--- config.mk ---
export PLATFORM = sky130hd
export DESIGN_NAME = lpc_frame_sequencer
export DESIGN_NICKNAME = d
export VERILOG_FILES = /design/src/rtl/lpc_pkg.sv /design/src/rtl/lpc_seq_rdport.sv /design/src/rtl/lpc_frame_sequencer.sv
export SDC_FILE = /design/constraint.sdc
export NUM_CORES = 1
export LEC_CHECK = 0
export CAP_MARGIN = 20
export CELL_PAD_IN_SITES_DETAIL_PLACEMENT = 0
export CELL_PAD_IN_SITES_GLOBAL_PLACEMENT = 2
export CORE_UTILIZATION = 24
export DETAILED_ROUTE_END_ITERATION = 10
export PLACE_DENSITY_LB_ADDON = 0.1
export SLEW_MARGIN = 20
export SYNTH_ARGS = -nofsm -noshare
export SYNTH_HDL_FRONTEND = slang
export SYNTH_SLANG_ARGS = --single-unit
export TNS_END_PERCENT = 1
--- constraint.sdc ---
create_clock -name clock -period 2.96 [get_ports clock]
set_input_delay 0.444 -clock clock [delete_from_list [all_inputs] [get_ports clock]]
set_output_delay 0.444 -clock clock [all_outputs]
set_load 0.01 [all_outputs]
--- src/rtl/lpc_pkg.sv ---
// Shared types and defaults for the LPC frame sequencer.
package lpc_pkg;

  localparam int unsigned LPC_FRAME_LEN = 160;
  localparam int unsigned LPC_ORDER     = 10;

  typedef enum logic [2:0] {
    StFill,
    StStart,
    StWait,
    StCoef,
    StRes
  } seq_state_e;

  typedef enum logic {
    OutRes  = 1'b0,
    OutCoef = 1'b1
  } out_kind_e;

  // Counter width that stays at least one bit for degenerate sizes.
  function automatic int unsigned clog2_min1(input int unsigned n);
    return (n <= 1) ? 1 : $clog2(n);
  endfunction

endpackage

--- src/rtl/lpc_seq_rdport.sv ---
// Latency-matched read port: waits RD_LAT cycles after an address is presented, captures the
// returned word and holds it until the valid/ready handshake completes.
module lpc_seq_rdport
  import lpc_pkg::*;
#(
  parameter int unsigned RD_LAT = 1
) (
  input  logic        clk_i,
  input  logic        rst_i,
  input  logic        issue_i,
  input  logic [31:0] rdata_i,
  input  logic        ready_i,
  output logic        valid_o,
  output logic [31:0] data_o,
  output logic        done_o
);

  localparam int unsigned LatW = clog2_min1(RD_LAT + 1);

  logic [LatW-1:0] lat_q, lat_d;
  logic            valid_q, valid_d;
  logic [31:0]     data_q, data_d;

  always_comb begin
    lat_d   = lat_q;
    valid_d = valid_q;
    data_d  = data_q;
    if (valid_q) begin
      if (ready_i) begin
        valid_d = 1'b0;
      end
    end else if (issue_i) begin
      if (lat_q == LatW'(RD_LAT)) begin
        data_d  = rdata_i;
        valid_d = 1'b1;
        lat_d   = '0;
      end else begin
        lat_d = lat_q + 1'b1;
      end
    end
  end

  always_ff @(posedge clk_i or posedge rst_i) begin
    if (rst_i) begin
      lat_q   <= '0;
      valid_q <= 1'b0;
      data_q  <= '0;
    end else begin
      lat_q   <= lat_d;
      valid_q <= valid_d;
      data_q  <= data_d;
    end
  end

  assign valid_o = valid_q;
  assign data_o  = data_q;
  assign done_o  = valid_q & ready_i;

endmodule

--- src/rtl/lpc_frame_sequencer.sv ---
// Streams one frame into an lpc_encode core, starts it, then drains coefficients and residues.
// Optional WAIT watchdog and timeout_err port when LPC_SEQ_TIMEOUT_EN is defined.
module lpc_frame_sequencer
  import lpc_pkg::*;
#(
  parameter int unsigned FRAME_LEN   = LPC_FRAME_LEN,
  parameter int unsigned ORDER       = LPC_ORDER,
  parameter int unsigned RD_LAT      = 1,
  parameter int unsigned TIMEOUT_CYC = 65535
) (
  input  logic             clock,
  input  logic             reset,
  input  logic             enable,
  input  logic             in_valid,
  output logic             in_ready,
  input  logic [15:0]      in_data,
  output logic             enc_start,
  input  logic             enc_rready,
  output logic             enc_x_wen,
  output logic [7:0]       enc_x_waddr,
  output logic [15:0]      enc_x_din,
  output logic [7:0]       enc_residue_raddr,
  input  logic [15:0]      enc_residue_dout,
  output logic [ORDER-1:0] enc_a_rsel,
  input  logic [31:0]      enc_a_dout,
  output logic             out_valid,
  input  logic             out_ready,
  output logic [31:0]      out_data,
  output logic             out_is_coef,
  output logic             out_last,
  output logic             busy,
  output logic [15:0]      frame_count
`ifdef LPC_SEQ_TIMEOUT_EN
  ,
  output logic             timeout_err
`endif
);

  localparam int unsigned CntW = clog2_min1(FRAME_LEN);
  localparam int unsigned KW   = clog2_min1(ORDER);

  if (FRAME_LEN < 1 || FRAME_LEN > 256) begin : g_bad_frame_len
    $error("FRAME_LEN must be in 1..256");
  end
  if (ORDER < 1 || ORDER > 32) begin : g_bad_order
    $error("ORDER must be in 1..32");
  end
  if (TIMEOUT_CYC < 2) begin : g_bad_timeout
    $error("TIMEOUT_CYC must be at least 2");
  end

  seq_state_e      state_q, state_d;
  logic [CntW-1:0] cnt_q, cnt_d;
  logic [KW-1:0]   k_q, k_d;
  logic            skip_q, skip_d;
  logic [15:0]     frame_q, frame_d;

`ifdef LPC_SEQ_TIMEOUT_EN
  localparam int unsigned WdW = clog2_min1(TIMEOUT_CYC);
  logic [WdW-1:0] wd_q, wd_d;
  logic           tmo_q, tmo_d;
`endif

  logic        accept;
  logic        rd_issue, rd_valid, rd_done;
  logic [31:0] rd_rdata, rd_data;
  out_kind_e   kind;

  assign in_ready = (state_q == StFill) & enable & ~reset;
  assign accept   = in_valid & in_ready;

  assign kind     = (state_q == StCoef) ? OutCoef : OutRes;
  assign rd_issue = (state_q == StCoef) || (state_q == StRes);
  assign rd_rdata = (kind == OutCoef) ? enc_a_dout
                                      : {{16{enc_residue_dout[15]}}, enc_residue_dout};

  lpc_seq_rdport #(
    .RD_LAT (RD_LAT)
  ) u_rdport (
    .clk_i   (clock),
    .rst_i   (reset),
    .issue_i (rd_issue),
    .rdata_i (rd_rdata),
    .ready_i (out_ready),
    .valid_o (rd_valid),
    .data_o  (rd_data),
    .done_o  (rd_done)
  );

  always_comb begin
    state_d = state_q;
    cnt_d   = cnt_q;
    k_d     = k_q;
    skip_d  = skip_q;
    frame_d = frame_q;
`ifdef LPC_SEQ_TIMEOUT_EN
    wd_d    = wd_q;
    tmo_d   = 1'b0;
`endif
    unique case (state_q)
      StFill: begin
        if (accept) begin
          if (cnt_q == CntW'(FRAME_LEN - 1)) begin
            cnt_d   = '0;
            state_d = StStart;
          end else begin
            cnt_d = cnt_q + 1'b1;
          end
        end
      end
      StStart: begin
        // The core may still report the previous frame's rready for one cycle.
        skip_d  = 1'b1;
        state_d = StWait;
`ifdef LPC_SEQ_TIMEOUT_EN
        wd_d    = '0;
`endif
      end
      StWait: begin
        skip_d = 1'b0;
`ifdef LPC_SEQ_TIMEOUT_EN
        wd_d   = wd_q + 1'b1;
`endif
        if (!skip_q && enc_rready) begin
          k_d     = '0;
          state_d = StCoef;
        end
`ifdef LPC_SEQ_TIMEOUT_EN
        else if (wd_q == WdW'(TIMEOUT_CYC - 1)) begin
          cnt_d   = '0;
          tmo_d   = 1'b1;
          state_d = StFill;
        end
`endif
      end
      StCoef: begin
        if (rd_done) begin
          if (k_q == KW'(ORDER - 1)) begin
            k_d     = '0;
            cnt_d   = '0;
            state_d = StRes;
          end else begin
            k_d = k_q + 1'b1;
          end
        end
      end
      StRes: begin
        if (rd_done) begin
          if (cnt_q == CntW'(FRAME_LEN - 1)) begin
            cnt_d   = '0;
            frame_d = frame_q + 16'd1;
            state_d = StFill;
          end else begin
            cnt_d = cnt_q + 1'b1;
          end
        end
      end
      default: state_d = StFill;
    endcase
  end

  always_ff @(posedge clock or posedge reset) begin
    if (reset) begin
      state_q <= StFill;
      cnt_q   <= '0;
      k_q     <= '0;
      skip_q  <= 1'b0;
      frame_q <= '0;
`ifdef LPC_SEQ_TIMEOUT_EN
      wd_q    <= '0;
      tmo_q   <= 1'b0;
`endif
    end else begin
      state_q <= state_d;
      cnt_q   <= cnt_d;
      k_q     <= k_d;
      skip_q  <= skip_d;
      frame_q <= frame_d;
`ifdef LPC_SEQ_TIMEOUT_EN
      wd_q    <= wd_d;
      tmo_q   <= tmo_d;
`endif
    end
  end

  assign enc_x_wen         = accept;
  assign enc_x_waddr       = accept ? 8'(cnt_q) : 8'd0;
  assign enc_x_din         = accept ? in_data : 16'd0;
  assign enc_start         = (state_q == StStart);
  assign enc_residue_raddr = (state_q == StRes) ? 8'(cnt_q) : 8'd0;
  assign enc_a_rsel        = (state_q == StCoef) ? (ORDER'(1) << k_q) : '0;

  assign out_valid   = rd_valid;
  assign out_data    = rd_data;
  assign out_is_coef = rd_valid && (kind == OutCoef);
  assign out_last    = rd_valid && (state_q == StRes) && (cnt_q == CntW'(FRAME_LEN - 1));
  assign busy        = !((state_q == StFill) && (cnt_q == '0));
  assign frame_count = frame_q;
`ifdef LPC_SEQ_TIMEOUT_EN
  assign timeout_err = tmo_q;
`endif

endmodule

==> results by group, run 1 <==
Yosys
  – Synth cell types: 55
  – Most used DFF post-synth: dfrtp_1
  – Synth top area cells: dfrtp_1 (45%), and2_1 (6.0%), o21ai_0 (5.5%), nand2_1 (4.7%), mux2i_1 (4.7%)
  – Seq/Total Area, Yosys: 45.4%
  – Mapped Area: 3640 um2
  – Flops & latches, synth: 66
  – Ys Warns: 0
  – Mean Syn Cell Area: 9.46 um2
  – Post-synth ARST share: 100%
  – Yosys top cell area share: 45.4%
  – Syn nets: 460
  – Cell count after synthesis: 385
  – EDFF count, synth: 0
  – Cell taking the most area after synthesis: dfrtp_1

Floorplan
  – Boundary pin count: 167
  – Die ar.: 15700 um2
  – Initial Util: 24.9%
  – Die Y: 125 um
  – Placeable Area: 14600 um2
  – Die Wd: 125 um
  – Row count: 44

Placement
  – Dpl hpwl: 7.79 mm
  – RePlAce Congestion: 0.743
  – Inst Count DP: 719
  – Placement Setup Slack: 354 ps
  – IO Port Bufs: 166

CTS
  – Deepest clock path buffer count: 2
  – Num CTS Buffers: 9
  – Clock Sinks: 66
  – Clk pin slew, worst setup/hold paths: 60 ps
  – CTS root buffer: clkbuf_16
  – CTS tree: yes
  – # hold bufs at CTS: 0
  – H-tree depth: 3
  – Clock latency on the worst-skew pair: 320 ps

GRT
  – Tot GR Track Use: 14.1%
  – Antenna violations before repair: 0
  – Total congestion overflow: 0
  – Largest net degree at the start of global routing: 67
  – Vias in the first global route: 3349
  – First-pass GRT wire length: 17.6 mm

STA
  – Fin crit period: 2760 ps
  – Final Max Tran Viols: 0
  – Fin crit share: 93.2%
  – Final setup fails: 0
  – WHS: 476 ps
  – Setup TNS: 0 ps
  – Final worst setup slack: 201 ps
  – Max_slew headroom: 39.2%
  – Slew @ Worst Pin: 911 ps
  – RSZ-0062 raised after global routing: no
  – Post-Route Skew: 6.42 ps
  – Final hold vios: 0
  – Highest clock rate: 362 MHz

Route
  – DRC: 32
  – Pre-Repair DR Iteration Count: 7
  – Antenna-violating nets left: 0
  – Vias: 3373
  – Vias per inst: 4.59
  – Initial DRC Count: 151
  – Final WL: 10.7 mm
  – Drt wl/cell: 14.5 um

Critical path
  – Crit path from: state_q[2]$_DFFE_PP0P_
  – Type of origin of the critical path: flip-flop
  – WP data arrival: 2320 ps
  – Data required time at the worst endpoint: 2520 ps
  – Critical path class: flip-flop to output port
  – Worst Setup End Kind: output port
  – Critical Path Fanout Max: 12
  – FF-to-FF Start: state_q[2]$_DFFE_PP0P_

Hold path
  – Min-delay worst type: flip-flop to flip-flop
  – HP Start: frame_count[15]$_DFFE_PP0P_

Layout
  – Most frequent cells in the layout: clkdlybuf4s50_1 (166), dfrtp_1 (65), nand2_1 (46)
  – Final Non-Filler Cells: 735
  – Commonest non-fill, non-tap cell in the layout: clkdlybuf4s50_1
  – Antenna diodes: 0
  – Net count, final: 621
  – Layout cells sized above 1: 9.07%
  – Syn-to-layout area delta: 59.1%

Run
  – Max Cap Viol: 0

Power
  – Pwr dens: 809 nW/um2
  – Leak pwr: 2.37 nW
  – Peak supply drop: 0.288 mV
  – Final Power: 0.00468 W

Run status
  – Outcome: finished, violations left
  – Violated checks: design-rule violations
path summary, 6_finish.rpt:
check / endpoint / slack [ps] / cells past startpoint
min in group asynchronous: k_q[0]$_DFFE_PP0P_ / 720 / 3
min: frame_count[15]$_DFFE_PP0P_ / 480 / 1
max in group asynchronous: frame_count[9]$_DFFE_PP0P_ / 1610 / 3
max: out_last / 200 / 3
max reg2reg: state_q[0]$_DFFE_PP0P_ / 890 / 5
min reg2reg: frame_count[15]$_DFFE_PP0P_ / 480 / 1
metrics by stage:
| step | util, % | cell area [um2] |
|---|---|---|
| floorplan | - | 3640 |
| global placement | 37.4 | 5470 |
| detailed placement | 37.4 | 5470 |
| CTS | 39.6 | 5790 |
| global route | 39.6 | 5790 |
| finish | 39.6 | 5790 |
cell usage after synthesis (all sizes together), types with 2 or more instances:
library cell and number:
a21o 2, a21oi 22, a31oi 3, a41oi 3, and2 38, and3 9
and4 4, and4bb 2, buf 19, clkbuf 7, dfrtp 66, ha 5
inv 6, mux2 3, mux2i 17, nand2 46, nand2b 3, nand3 9
nand3b 2, nand4 10, nor2 16, nor3 9, nor3b 3, nor4 2
o211ai 2, o21ai 40, o41ai 2, or3 3, or3b 2, xnor2 15
layer usage:
| metal | global-route usage (%) | routed length [um] | vias to the layer above |
|---|---|---|---|
| li1 | - | - | 1672 |
| met1 | 17.4 | 4760 | 1562 |
| met2 | 22.4 | 4700 | 132 |
| met3 | 5.86 | 1100 | 7 |
| met4 | 4.09 | 125 | 0 |
| met5 | 0 | 0 | - |
sequential cells by signal (all words and copies together) (netlist names):
name	count
u_rdport.valid_o	1
frame_count	16
u_rdport.lat_q	1
k_q	4
skip_q	1
u_rdport.data_o	32
cnt_q	8
state_q	3
cell type report:
type	count	area, um2
Sequential cell	66	1650
Clock buffer	9	225
Multi-Input combinational cell	287	1830
Fill cell	1481	8850
Inverter	6	22.5
Timing Repair Buffer	176	1740
Clock inverter	7	93.8
Tap cell	184	230
report_power, final:
part | total (W) | switching (W) | internal (W)
sequential | 0.00150 | 0.000283 | 0.00122
clock | 0.00114 | 0.000402 | 0.000735
combinational | 0.00205 | 0.00102 | 0.00102
logic make-up (layout without fill, tap and decap cells):
logic type	after synthesis	count (layout)	share of synthesized area, %
AO/OA/AOI/OAI	83	83	13.6
XOR/XNOR	16	16	3.85
adder cells (fa/ha/maj)	5	5	1.72
buffers and inverters	32	198	4.36
flip-flops	66	66	45.4
multiplexers	20	20	5.81
AND/OR/NAND/NOR	163	163	25.3
what timing repair did:
| item | 4_1_cts | 5_1_grt |
|---|---|---|
| gates resized for setup | 0 | 1 |
| endpoints found under the setup margin | 0 | 1 |
| setup buffers | 0 | 0 |
worst max-delay path, cell delays in order (launching register included):
cell	delay, ps
dfrtp_1	530
or3b_2	570
nor3_1	270
clkdlybuf4s50_1	620
Note: power is estimated with default switching activity, not from simulation.
==> run 2: changes to the inputs <==
CORE_MARGIN = 10   (was not set)
==> run 2 against run 1 <==
  * The run now ends clean
  * Utilization down 0.52 points
  * Global-route usage decreased by 2.1 points
  * Maximum frequency shrank 0.55%
  * First-iteration DRC count is 23% higher
  * Setup slack worse by 15 ps
  * Combinational power is essentially flat
  * Total power down 3.0%
  * Routed wire length is 18% higher
  * Die area up 31%
  * Sequential cell count is the same
  * Non-clock buffer count did not move
  * Largest cell class unchanged
  * Highest routed layer unchanged
==> results by group, run 2 (same netlist as run 1, synthesis figures left out) <==
GRT
  – First-pass GRT wire length: 19.6 mm (+11%)
  – Largest net degree at the start of global routing: 67 (unchanged)
  – Vias in the first global route: 3472 (+3.7%)
  – Tot GR Track Use: 12.0% (-2.1 points)
  – Antenna violations before repair: 0 (unchanged)
  – Total congestion overflow: 0 (unchanged)

Layout
  – Syn-to-layout area delta: 57.6%
  – Max FFs per register: 32 (unchanged)
  – Most frequent cells in the layout: clkdlybuf4s50_1 (166), dfrtp_1 (66), nand2_1 (46)
  – Fin util: 39.0% (-0.52 points)
  – Net count, final: 621 (unchanged)
  – Commonest non-fill, non-tap cell in the layout: clkdlybuf4s50_1
  – Layout cells sized above 1: 8.35% (-0.73 points)
  – Antenna diodes: 0 (unchanged)
  – Final Non-Filler Cells: 735 (unchanged)
  – Post-Layout Inst Area: 5740 um2 (-0.95%)

STA
  – Post-Route Skew: 4.54 ps (-1.88 ps)
  – Highest clock rate: 360 MHz (-0.55%)
  – RSZ-0062 raised after global routing: no
  – Max_slew headroom: 39.0% (-0.24 points)
  – Final worst setup slack: 186 ps (-15.3 ps)
  – Fin crit share: 93.7% (+0.52 points)
  – Final hold vios: 0 (unchanged)
  – Final Max Tran Viols: 0 (unchanged)
  – Fin crit period: 2770 ps (+15.3 ps)
  – Final setup fails: 0 (unchanged)
  – Setup TNS: 0 ps (unchanged)
  – Slew @ Worst Pin: 915 ps (+3.66 ps)

Power
  – Leak pwr: 2.35 nW (-0.68%)
  – Peak supply drop: 0.339 mV (+18%)
  – Pwr dens: 792 nW/um2 (-2.1%)

Placement
  – Placement Setup Slack: 338 ps (-16.1 ps)
  – Placed cell areas: 5470 um2 (unchanged)
  – Dpl hpwl: 9.42 mm (+21%)
  – Inst Count DP: 719 (unchanged)
  – RePlAce Congestion: 0.754 (+1.5%)
  – IO Port Bufs: 166 (unchanged)

Critical path
  – Reg2reg end: u_rdport.data_o[2]$_DFFE_PP0P_
  – WP data arrival: 2330 ps (about the same)
  – Reg2reg setup slack: 770 ps (-120 ps)
  – Type of origin of the critical path: flip-flop
  – Critical path class: flip-flop to output port
  – FF-to-FF Start: state_q[0]$_DFFE_PP0P_
  – Worst reg-to-reg path cell count: 4 (-1)
  – Data required time at the worst endpoint: 2520 ps (about the same)
  – Critical Path Fanout Max: 23 (+11)
  – Worst Setup End Kind: output port

Floorplan
  – Row count: 44 (unchanged)
  – Die Y: 143 um (+14%)
  – Boundary pin count: 167 (unchanged)
  – Die ar.: 20500 um2 (+31%)
  – Placeable Area: 14700 um2 (+0.38%)
  – Initial Util: 24.8% (-0.093 points)
  – Die Wd: 143 um (+14%)

Route
  – Vias per inst: 4.57 (-0.44%)
  – Final WL: 12.6 mm (+18%)
  – DRC: 0 (-100%)
  – Antenna-violating nets left: 0 (unchanged)
  – Drt wl/cell: 17.1 um (+18%)
  – Pre-Repair DR Iteration Count: 4 (-3)
  – Vias: 3358 (-0.44%)
  – Initial DRC Count: 185 (+23%)

CTS
  – CTS root buffer: clkbuf_16
  – # hold bufs at CTS: 0 (unchanged)
  – H-tree depth: 3 (unchanged)
  – Clock Sinks: 66 (unchanged)
  – Num CTS Buffers: 9 (unchanged)
  – Buffers inserted by post-CTS timing repair: 0 (unchanged)
  – Post_cts resized: 0 (unchanged)
  – Clk pin slew, worst setup/hold paths: 60 ps (about the same)
  – CTS tree: yes
  – Deepest clock path buffer count: 2 (unchanged)
  – Clock latency on the worst-skew pair: 320 ps (about the same)

Hold path
  – Hold endpoint: u_rdport.data_o[24]$_DFFE_PP0P_
  – Min-delay worst type: flip-flop to flip-flop
  – HP Start: u_rdport.data_o[24]$_DFFE_PP0P_
  – Hold depth: 2 (+1)

Run
  – Max Cap Viol: 0 (unchanged)

Run status
  – Outcome: finished, final reports clean
[run 2: cell types whose count changed in the layout (fill, tap and decap cells not counted), sizes merged]
cell,delta
bufinv,-2
clkbuf,+4
clkinvlp,-2
[run 2: area by class of cell]
cell class	count	area (um2)
multi-input combinational	287	1830
clock inverter	3	15.0
clock buffer	13	250
inverter	6	22.5
tap	184	230
timing repair buffer	176	1740
sequential	66	1650
fill	1488	8960
[run 2: layer usage]
metal,part of all wire [%],vias up,global-route usage (%)
met4,0.76,0,3.26
met2,44,132,18.5
met1,44,1542,14.5
met3,11,8,6.14
li1,-,1676,-
met5,0,-,0
[run 2: report_power, final]
| part | internal (W) | switching (W) |
|---|---|---|
| clock | 0.000586 | 0.000385 |
| sequential | 0.00121 | 0.000281 |
| combinational | 0.00102 | 0.00106 |
| total | 0.00282 | 0.00172 |
[run 2: critical path, stage by stage, from the launching register on]
cell             delay [ps]
dfrtp_1                 520
or3_1                   450
nor2_1                  120
buf_4                   210
and2_2                  160
clkdlybuf4s50_1         540
[run 2: through the flow]
step	hold WS, ps	total power (W)
6_report	475	0.00454
5_1_grt	482	0.00492
4_1_cts	476	0.00463
3_5_place_dp	466	0.00363
3_3_place_gp	460	0.00361
2_1_floorplan	447	0.00264
[run 2: worst max path at each step]
| stage | end | slack [ps] | start |
|---|---|---|---|
| 2_1_floorplan | in_ready | 300 | reset |
| 5_1_grt | enc_x_din[12] | 10 | state_q[0]$_DFFE_PP0P_ |
| 4_1_cts | enc_x_din[12] | 150 | state_q[0]$_DFFE_PP0P_ |
| 3_5_place_dp | enc_x_din[12] | 340 | reset |
| 6_report | enc_x_waddr[5] | 190 | state_q[0]$_DFFE_PP0P_ |
| 3_3_place_gp | enc_x_waddr[5] | 390 | reset |
